### src/rtl/dp_instr_encoder_if.sv
// Field-bundle / encoded-word bus between a program builder and dp_instr_encoder.
// The master side builds bundles and consumes words; the slave side is the encoder.
interface dp_instr_encoder_if #(
    parameter int unsigned ADDR_W   = 8,
    parameter int unsigned ERRCNT_W = 8
);
    logic                flush;
    logic                in_valid;
    logic                in_ready;
    logic [1:0]          fmt;
    logic [3:0]          cond;
    logic [3:0]          op;
    logic                s;
    logic [3:0]          rn;
    logic [3:0]          rd;
    logic [3:0]          rs;
    logic [3:0]          rm;
    logic [4:0]          imm5;
    logic [1:0]          sh_type;
    logic [3:0]          rot;
    logic [7:0]          imm8;
    logic                out_valid;
    logic                out_ready;
    logic [31:0]         out_instr;
    logic [ADDR_W-1:0]   out_addr;
    logic                err;
    logic [ERRCNT_W-1:0] err_cnt;

    modport master (
        output flush, in_valid, fmt, cond, op, s, rn, rd, rs, rm, imm5, sh_type, rot, imm8,
        output out_ready,
        input  in_ready, out_valid, out_instr, out_addr, err, err_cnt
    );

    modport slave (
        input  flush, in_valid, fmt, cond, op, s, rn, rd, rs, rm, imm5, sh_type, rot, imm8,
        input  out_ready,
        output in_ready, out_valid, out_instr, out_addr, err, err_cnt
    );
endinterface

### src/rtl/dp_instr_encoder.sv
// Streaming ARM data-processing instruction encoder: legality check, one-deep output
// register with a word-address counter and a saturating illegal-bundle counter.
module dp_instr_encoder #(
    parameter int unsigned ADDR_W    = 8,
    parameter int unsigned BASE_ADDR = 0,
    parameter int unsigned ERRCNT_W  = 8
) (
    input logic              clk,
    input logic              rst,
    dp_instr_encoder_if.slave io_bus
);
    typedef enum logic {StEmpty, StFull} state_e;

    state_e              r_state;
    state_e              w_state_next;
    logic [31:0]         r_instr;
    logic [ADDR_W-1:0]   r_addr;
    logic                r_err;
    logic [ERRCNT_W-1:0] r_err_cnt;

    logic        w_in_ready;
    logic        w_accept;
    logic        w_legal;
    logic        w_is_cmp;
    logic        w_exc_ret;
    logic        w_fire;
    logic [31:0] w_enc;

    // Compare ops only make sense with S set; rd=pc is reserved for exception return.
    always_comb begin
        w_is_cmp  = (io_bus.op[3:2] == 2'b10);
        w_exc_ret = (io_bus.rd == 4'hF) && (io_bus.rn == 4'hE) && io_bus.s &&
                    ((io_bus.op == 4'hD) || (io_bus.op == 4'h2));
        w_legal   = (io_bus.fmt != 2'd3) &&
                    ((w_is_cmp && io_bus.s) || w_exc_ret ||
                     (!w_is_cmp && (io_bus.rd != 4'hF)));
    end

    always_comb begin
        w_enc = 32'h0;
        case (io_bus.fmt)
            2'd0: w_enc = {io_bus.cond, 3'b000, io_bus.op, io_bus.s, io_bus.rn, io_bus.rd,
                           io_bus.imm5, io_bus.sh_type, 1'b0, io_bus.rm};
            2'd1: w_enc = {io_bus.cond, 3'b000, io_bus.op, io_bus.s, io_bus.rn, io_bus.rd,
                           io_bus.rs, 1'b0, io_bus.sh_type, 1'b1, io_bus.rm};
            2'd2: w_enc = {io_bus.cond, 3'b001, io_bus.op, io_bus.s, io_bus.rn, io_bus.rd,
                           io_bus.rot, io_bus.imm8};
            default: w_enc = 32'h0;
        endcase
    end

    assign w_in_ready = ((r_state == StEmpty) || io_bus.out_ready) && !io_bus.flush;
    assign w_accept   = io_bus.in_valid && w_in_ready;
    assign w_fire     = (r_state == StFull) && io_bus.out_ready;

    // FSM: state register
    always_ff @(posedge clk or posedge rst) begin
        if (rst) begin
            r_state <= StEmpty;
        end else begin
            r_state <= w_state_next;
        end
    end

    // FSM: next state
    always_comb begin
        w_state_next = r_state;
        if (io_bus.flush) begin
            w_state_next = StEmpty;
        end else if (w_accept && w_legal) begin
            w_state_next = StFull;
        end else if (w_fire) begin
            w_state_next = StEmpty;
        end
    end

    // FSM: outputs
    always_comb begin
        io_bus.in_ready  = w_in_ready;
        io_bus.out_valid = (r_state == StFull);
        io_bus.out_instr = r_instr;
        io_bus.out_addr  = r_addr;
        io_bus.err       = r_err;
        io_bus.err_cnt   = r_err_cnt;
    end

    always_ff @(posedge clk or posedge rst) begin
        if (rst) begin
            r_instr   <= 32'h0;
            r_addr    <= ADDR_W'(BASE_ADDR);
            r_err     <= 1'b0;
            r_err_cnt <= '0;
        end else if (io_bus.flush) begin
            r_instr   <= 32'h0;
            r_addr    <= ADDR_W'(BASE_ADDR);
            r_err     <= 1'b0;
            r_err_cnt <= '0;
        end else begin
            if (w_accept && w_legal) begin
                r_instr <= w_enc;
            end
            // Address names the word currently held, so it advances only once consumed.
            if (w_fire) begin
                r_addr <= r_addr + ADDR_W'(1);
            end
            r_err <= w_accept && !w_legal;
            if (w_accept && !w_legal && (r_err_cnt != {ERRCNT_W{1'b1}})) begin
                r_err_cnt <= r_err_cnt + ERRCNT_W'(1);
            end
        end
    end
endmodule

### src/flat_wrapper.sv
// flat-port wrapper written by rule: the top's interface ports become plain ports
module dp_instr_encoder_flat 
#(
    parameter int unsigned ADDR_W    = 8,
    parameter int unsigned BASE_ADDR = 0,
    parameter int unsigned ERRCNT_W  = 8
)
  (clk, rst, io_bus_flush, io_bus_in_valid, io_bus_fmt, io_bus_cond, io_bus_op, io_bus_s, io_bus_rn, io_bus_rd, io_bus_rs, io_bus_rm, io_bus_imm5, io_bus_sh_type, io_bus_rot, io_bus_imm8, io_bus_out_ready, io_bus_in_ready, io_bus_out_valid, io_bus_out_instr, io_bus_out_addr, io_bus_err, io_bus_err_cnt);
  dp_instr_encoder_if #(.ADDR_W(ADDR_W), .ERRCNT_W(ERRCNT_W)) io_bus_i ();
  input logic clk;
  input logic rst;
  input wire logic [$bits(io_bus_i.flush)-1:0] io_bus_flush;
  input wire logic [$bits(io_bus_i.in_valid)-1:0] io_bus_in_valid;
  input wire logic [$bits(io_bus_i.fmt)-1:0] io_bus_fmt;
  input wire logic [$bits(io_bus_i.cond)-1:0] io_bus_cond;
  input wire logic [$bits(io_bus_i.op)-1:0] io_bus_op;
  input wire logic [$bits(io_bus_i.s)-1:0] io_bus_s;
  input wire logic [$bits(io_bus_i.rn)-1:0] io_bus_rn;
  input wire logic [$bits(io_bus_i.rd)-1:0] io_bus_rd;
  input wire logic [$bits(io_bus_i.rs)-1:0] io_bus_rs;
  input wire logic [$bits(io_bus_i.rm)-1:0] io_bus_rm;
  input wire logic [$bits(io_bus_i.imm5)-1:0] io_bus_imm5;
  input wire logic [$bits(io_bus_i.sh_type)-1:0] io_bus_sh_type;
  input wire logic [$bits(io_bus_i.rot)-1:0] io_bus_rot;
  input wire logic [$bits(io_bus_i.imm8)-1:0] io_bus_imm8;
  input wire logic [$bits(io_bus_i.out_ready)-1:0] io_bus_out_ready;
  output wire logic [$bits(io_bus_i.in_ready)-1:0] io_bus_in_ready;
  output wire logic [$bits(io_bus_i.out_valid)-1:0] io_bus_out_valid;
  output wire logic [$bits(io_bus_i.out_instr)-1:0] io_bus_out_instr;
  output wire logic [$bits(io_bus_i.out_addr)-1:0] io_bus_out_addr;
  output wire logic [$bits(io_bus_i.err)-1:0] io_bus_err;
  output wire logic [$bits(io_bus_i.err_cnt)-1:0] io_bus_err_cnt;
  assign io_bus_i.flush = io_bus_flush;
  assign io_bus_i.in_valid = io_bus_in_valid;
  assign io_bus_i.fmt = io_bus_fmt;
  assign io_bus_i.cond = io_bus_cond;
  assign io_bus_i.op = io_bus_op;
  assign io_bus_i.s = io_bus_s;
  assign io_bus_i.rn = io_bus_rn;
  assign io_bus_i.rd = io_bus_rd;
  assign io_bus_i.rs = io_bus_rs;
  assign io_bus_i.rm = io_bus_rm;
  assign io_bus_i.imm5 = io_bus_imm5;
  assign io_bus_i.sh_type = io_bus_sh_type;
  assign io_bus_i.rot = io_bus_rot;
  assign io_bus_i.imm8 = io_bus_imm8;
  assign io_bus_i.out_ready = io_bus_out_ready;
  assign io_bus_in_ready = io_bus_i.in_ready;
  assign io_bus_out_valid = io_bus_i.out_valid;
  assign io_bus_out_instr = io_bus_i.out_instr;
  assign io_bus_out_addr = io_bus_i.out_addr;
  assign io_bus_err = io_bus_i.err;
  assign io_bus_err_cnt = io_bus_i.err_cnt;
  dp_instr_encoder #(.ADDR_W(ADDR_W), .BASE_ADDR(BASE_ADDR), .ERRCNT_W(ERRCNT_W)) u_core (.clk(clk), .rst(rst), .io_bus(io_bus_i));
endmodule
### config.mk
export PLATFORM = sky130hd
export DESIGN_NAME = dp_instr_encoder_flat
export DESIGN_NICKNAME = d
export VERILOG_FILES = /design/src/rtl/dp_instr_encoder_if.sv /design/src/rtl/dp_instr_encoder.sv /design/src/flat_wrapper.sv
export SDC_FILE = /design/constraint.sdc
export NUM_CORES = 1
export LEC_CHECK = 0
export CORE_MARGIN = 2
export CORE_UTILIZATION = 40
export CTS_BUF_LIST = sky130_fd_sc_hd__clkbuf_2
export DETAILED_ROUTE_END_ITERATION = 16
export PLACE_DENSITY_LB_ADDON = 0.12
export SYNTH_ARGS = -nofsm -noshare
export SYNTH_HDL_FRONTEND = slang
export SYNTH_SLANG_ARGS = --single-unit
### constraint.sdc
create_clock -name clk -period 1.64 [get_ports clk]
set_input_delay 0.328 -clock clk [delete_from_list [all_inputs] [get_ports clk]]
set_output_delay 0.328 -clock clk [all_outputs]
set_load 0.05 [all_outputs]
## Word-level counts from Yosys, hierarchy flattened

Index checks and enable logic that the tools add are counted.
W data, S select, Z words.

- Register bits: 50
- Input port bits: 51
- Output and inout bits: 51
- Word-level logic and storage cells: 53

- Add/subtract/negate cells: 2
- Equality and inequality tests: 10
- Multiplexer cells: 11
- Bitwise gates (word level): 1
- Reductions and logical operators: 24

Operators by type and width:

| cell | count |
|---|---|
| $pmux W32 S3 | 1 |
| $mux W32 | 2 |
| $mux W8 | 4 |
| $add A8 B1 Y8 const B | 2 |
| $eq A4 B4 Y1 const B | 3 |
| $logic_and A1 B1 Y1 | 12 |
| $ne A8 B8 Y1 const B | 1 |
| $reduce_bool A2 Y1 | 3 |
| $eq A2 B2 Y1 const B | 2 |
| $eq A4 B2 Y1 const B | 1 |
| $logic_or A1 B1 Y1 | 4 |
| $mux W1 | 4 |
| $ne A4 B4 Y1 const B | 1 |
| $logic_not A1 Y1 | 3 |
| $reduce_bool A3 Y1 | 1 |
| $eq A2 B1 Y1 const B | 1 |
| $logic_not A2 Y1 | 1 |
| $ne A2 B2 Y1 const B | 1 |
| $not A1 Y1 | 1 |

## Logic depth before layout (Yosys ltp)

- Depth after elaboration: 12
- Gate-level depth with buffers: 6
- Gate-level depth less buffers: 6

## Worst setup path after synthesis

OpenSTA, ideal clock, no wires.

- Kind: reg-to-reg
- Start point: reg u_core.r_state (netlist: u_core.io_bus.out_valid)
- End point: reg u_core.r_err_cnt[3] (netlist: u_core.io_bus.err_cnt[3])
- Library setup time: 128 ps
- Arrival: 2309 ps
- Required time: 1512 ps
- Path slack: -796 ps
- Stages on the path, launching flop included: 6
- Path buffers: 0
- Clock period less this slack: 2436 ps
- Cell sequence: dfrtp_1 > nor2b_1 > nor2_1 > nand4_4 > nor3_2 > mux2_1

- Word-level cells in the longest chain between the ends: 7

RTL lines:

| element | RTL line | source |
|---|---|---|
| start: declaration | dp_instr_encoder.sv:14 | `state_e r_state;` |
| start signal: assignment | dp_instr_encoder.sv:59 | `r_state <= StEmpty;` |
| start signal: assignment | dp_instr_encoder.sv:61 | `r_state <= w_state_next;` |
| $not A1 Y1 | dp_instr_encoder.sv:52 | `assign w_in_ready = ((r_state == StEmpty) \|\| io_bus.out_ready) && !io_bus.flush;` |
| $logic_or A1 B1 Y1 | dp_instr_encoder.sv:52 |  |
| $logic_and A1 B1 Y1 | dp_instr_encoder.sv:52 |  |
| via io_bus_in_ready | flat_wrapper.sv:27 | `output wire logic [$bits(io_bus_i.in_ready)-1:0] io_bus_in_ready;` |
| $logic_and A1 B1 Y1 | dp_instr_encoder.sv:53 | `assign w_accept = io_bus.in_valid && w_in_ready;` |
| $logic_and A1 B1 Y1 (2 in series) | dp_instr_encoder.sv:107 | `if (w_accept && !w_legal && (r_err_cnt != {ERRCNT_W{1'b1}})) begin` |
| $reduce_bool A2 Y1 (no line) | n/a |  |
| end signal: assignment | dp_instr_encoder.sv:108 | `r_err_cnt <= r_err_cnt + ERRCNT_W'(1);` |
| end: declaration | dp_instr_encoder.sv:19 | `logic [ERRCNT_W-1:0] r_err_cnt;` |

The timed path passes the listed nets, and every way through them passes these cells.
A chain may end at the register's enable or synchronous reset.

## Worst setup path after layout

- Start point: reg u_core.r_state (netlist: u_core.io_bus.out_valid)
- End point: out io_bus_in_ready

- Word-level cells in the longest chain between the ends: 3

RTL lines:

| element | RTL line |
|---|---|
| $not A1 Y1 | dp_instr_encoder.sv:52 |
| $logic_or A1 B1 Y1 | dp_instr_encoder.sv:52 |
| $logic_and A1 B1 Y1 | dp_instr_encoder.sv:52 |
| end: declaration | flat_wrapper.sv:27 |

Every way passes these cells.

==> impl_summary.log <==
INFO  metric synthDistinctLibCells = 39
INFO  metric numClockSinks = 48
INFO  metric max_clock_freq = ~570 MHz
INFO  metric synthToLayoutAreaGrowth = 65.2%
INFO  metric via_count = 2292
INFO  metric chipWidth = 81.4 um
INFO  metric detailedRoute.firstPassIterationCount = 4
INFO  metric switching_share = 31.5%
INFO  metric first_global_vias = 2347
INFO  metric wire_length_of_the_first_global_routing_pass = 10.7 mm
INFO  metric seq_area_frac_synth = about 50%
INFO  metric grt_overflow_total = 0
INFO  metric rsz0062_at_grt = yes
INFO  metric ff_latch_area = 1210 um^2
INFO  metric grt_use_met3 = 4.67%
INFO  metric num_rows = 28
INFO  metric cts_tree = built
INFO  metric drt-vias-per-instance = 4.76
INFO  metric cts-htree-levels = 2
INFO  metric power = 2.68 mW
INFO  metric internal-power = 1.84 mW
INFO  metric final_net_count = between 400 and 500
INFO  metric yosys-top-cells-count = nand2_1, dfrtp_1, o21ai_1, nor2_1, o21ai_0
INFO  metric hold_buffers = 0
INFO  metric hold_class = primary input to asynchronous set/reset pin
INFO  metric groute.layer.met2.usage = 36.5%
INFO  metric clk_transition_reported_paths = roughly 260 ps
INFO  metric run_status = finished with violations
INFO  metric slew_viol_final = 0
INFO  metric synth-async-reset-ratio = 100%
INFO  metric netlist_area = 2390 um^2
INFO  metric drive_gt1_share = 28.0%
INFO  metric crit_path_kind = register to output pin
INFO  metric synthFlopType = dfrtp_1
INFO  metric dp_worst_setup_slack = -594 ps
INFO  metric insertion_delay = 420 ps
INFO  metric clock_tree.buffer_depth = 2
INFO  metric postLayoutSetupSlackWorst = -115 ps
INFO  metric globalRouteTotalUtil = 20.7%
INFO  metric drc = 0
INFO  metric vdd.ir_drop.worst = between 0.0003 and 0.0004 V
INFO  metric design.core.area = 5850 um^2
INFO  metric ios = 102
INFO  metric power.share.combinational = 28.3%
INFO  metric endpoint_kind = output pin
INFO  metric grt.met1_usage = about a quarter
INFO  metric synth.top_cell.area_share = 50.2%
INFO  metric worstRegToRegCells = 8
INFO  metric post-dp-hpwl = between 4 and 5 mm
INFO  metric start_util = 40.9%
INFO  metric startpoint_type = register
INFO  metric tritoncts.num_buffers = 5
INFO  metric worst_ep_required_time = 1310 ps
INFO  metric synth_top_cells_by_area = dfrtp_1, nand2_1, o21ai_1
INFO  metric max-cap-violations = 0
INFO  metric final_clock_period_utilization_by_the_worst_path = 107%
INFO  metric fin_cells = 482
INFO  metric synth_most_common_cell = nand2_1
INFO  metric power_density = 678 nW/um^2
INFO  metric final_antenna_net_count = 0
INFO  metric postRouteWirelength = approximately 6.3 mm
INFO  metric place.gp.congestion = 0.814
INFO  metric worstReg2RegEnd = u_core.io_bus.err_cnt[3]
INFO  metric busiest_metal_layer_after_global_routing = met2
INFO  metric clock-skew-final = 17.1 ps
INFO  metric r2r_slack = -90 ps
INFO  metric timing.final.setup_violations = 19
INFO  metric die_height = between 80 and 90 um
INFO  metric antenna_found_initial = 0
INFO  metric worstReg2RegStart = u_core.io_bus.out_valid
INFO  metric wl_per_cell = ~13 um
INFO  metric finalCriticalPeriod = 1750 ps
INFO  metric place_inst = ~460
INFO  metric largest_net_degree_at_the_start_of_global_routing = slightly below 50
INFO  metric num-fill-cells = 503
INFO  metric multi_input_comb_area = 1160 um^2
INFO  metric clock-root-buffer = clkbuf_2
INFO  metric syn-mean-instance-area = just under 9 um^2
INFO  metric final-hold-violation-count = 0
INFO  metric power.net_switching = about 0.84 mW
INFO  metric initial_drc_count = 94
INFO  metric numPortBuffers = 99
INFO  metric floorplan.die_area = 6620 um^2
INFO  metric cellLeakagePower = 1.82 nW
INFO  metric power.share.clock = 24.1%
INFO  metric synth_enable_flop_cells = 0
INFO  metric antenna_cells_inserted = 0
INFO  metric crit_fanout = 2
INFO  metric warning_count_from_the_yosys_run = 0
INFO  metric post-synth-top-area-cell = dfrtp_1
INFO  metric arrival = roughly 1400 ps
INFO  metric tns = -466 ps
INFO  metric violations = setup timing
INFO  metric yosys_register_bits = 48
INFO  metric power_frac_seq = 47.6%
INFO  metric syn-instance-count = 277
[through the flow]
step	utilization [%]	hold WS, ps	area (um^2)
floorplan	-	450	2430
finish	67.6	198	3960
global placement	63.4	506	3710
CTS	66.4	193	3880
global route	67.6	189	3960
detailed placement	63.4	509	3710
[power groups by stage]
| stage | clock [mW] | combinational [mW] | sequential, mW |
|---|---|---|---|
| floorplan | 0 | 0.186 | 1.48 |
| global placement | 0 | 0.712 | 1.29 |
| detailed placement | 0 | 0.718 | 1.29 |
| CTS | 0.663 | 0.748 | 1.28 |
| global route | 0.710 | 0.813 | 1.28 |
| finish | 0.647 | 0.759 | 1.27 |
[repair_timing]
item                       in CTS  in global routing
pin swaps                       6                  3
resized for setup              14                  8
setup buffers                   6                  5
gates cloned                    1                  0
setup endpoints to repair       7                 39
[flip-flops by register name, indices dropped and copies added, names as in the netlist]
signal / count
u_core.io_bus.out_valid: 1
u_core.io_bus.err: 1
u_core.io_bus.out_instr: 30
u_core.io_bus.out_addr: 8
u_core.io_bus.err_cnt: 8
[cell type report]
type | instances | area share (%)
sequential | 48 | 30.5
tap | 75 | 2.37
inverter | 13 | 1.30
clock inverter | 2 | 0.886
clock buffer | 6 | 0.759
timing repair buffer | 136 | 34.9
multi-input combinational | 202 | 29.3
[worst max path at each step]
stage / start / end / cells after the start
6_report: u_core.io_bus.out_valid / io_bus_in_ready / 5
5_1_grt: u_core.io_bus.out_valid / io_bus_in_ready / 5
4_1_cts: u_core.io_bus.out_valid / io_bus_in_ready / 5
3_5_place_dp: io_bus_op[2] / u_core.io_bus.err_cnt[3] / 6
3_3_place_gp: io_bus_op[2] / u_core.io_bus.err_cnt[3] / 6
2_1_floorplan: u_core.io_bus.err_cnt[0] / u_core.io_bus.err_cnt[3] / 6
[cells by family after synthesis]
logic type | count (synthesis) | synth area share [%]
AO/OA/AOI/OAI | 59 | 13.6
XOR/XNOR | 5 | 1.83
adder cells (fa/ha/maj) | 2 | 1.04
buffers and inverters | 28 | 5.07
flip-flops | 48 | 50.2
multiplexers | 9 | 3.81
other | 1 | 0.157
AND/OR/NAND/NOR | 125 | 24.3
[layer usage]
metal	routed length, um	up-vias
li1	-	1175
met1	2660	1046
met2	3240	65
met3	372	6
met4	57	0
met5	0	-
[critical path, stage by stage, from the launching register on]
cell and delay [ps]:
dfrtp_2 460, nor2b_4 130, buf_6 110, nor2_4 80, buf_6 100, buf_12 120
[placed cells by master, fill, tap and decap left out, types with 8 or more instances in the layout]
master	count
buf_12	15
clkdlybuf4s50_1	46
o21ai_1	35
inv_1	10
mux2i_1	8
nor2_1	11
nand2_1	78
buf_4	63
o21ai_0	12
dfrtp_1	44
(Power assumes the default switching activity.)
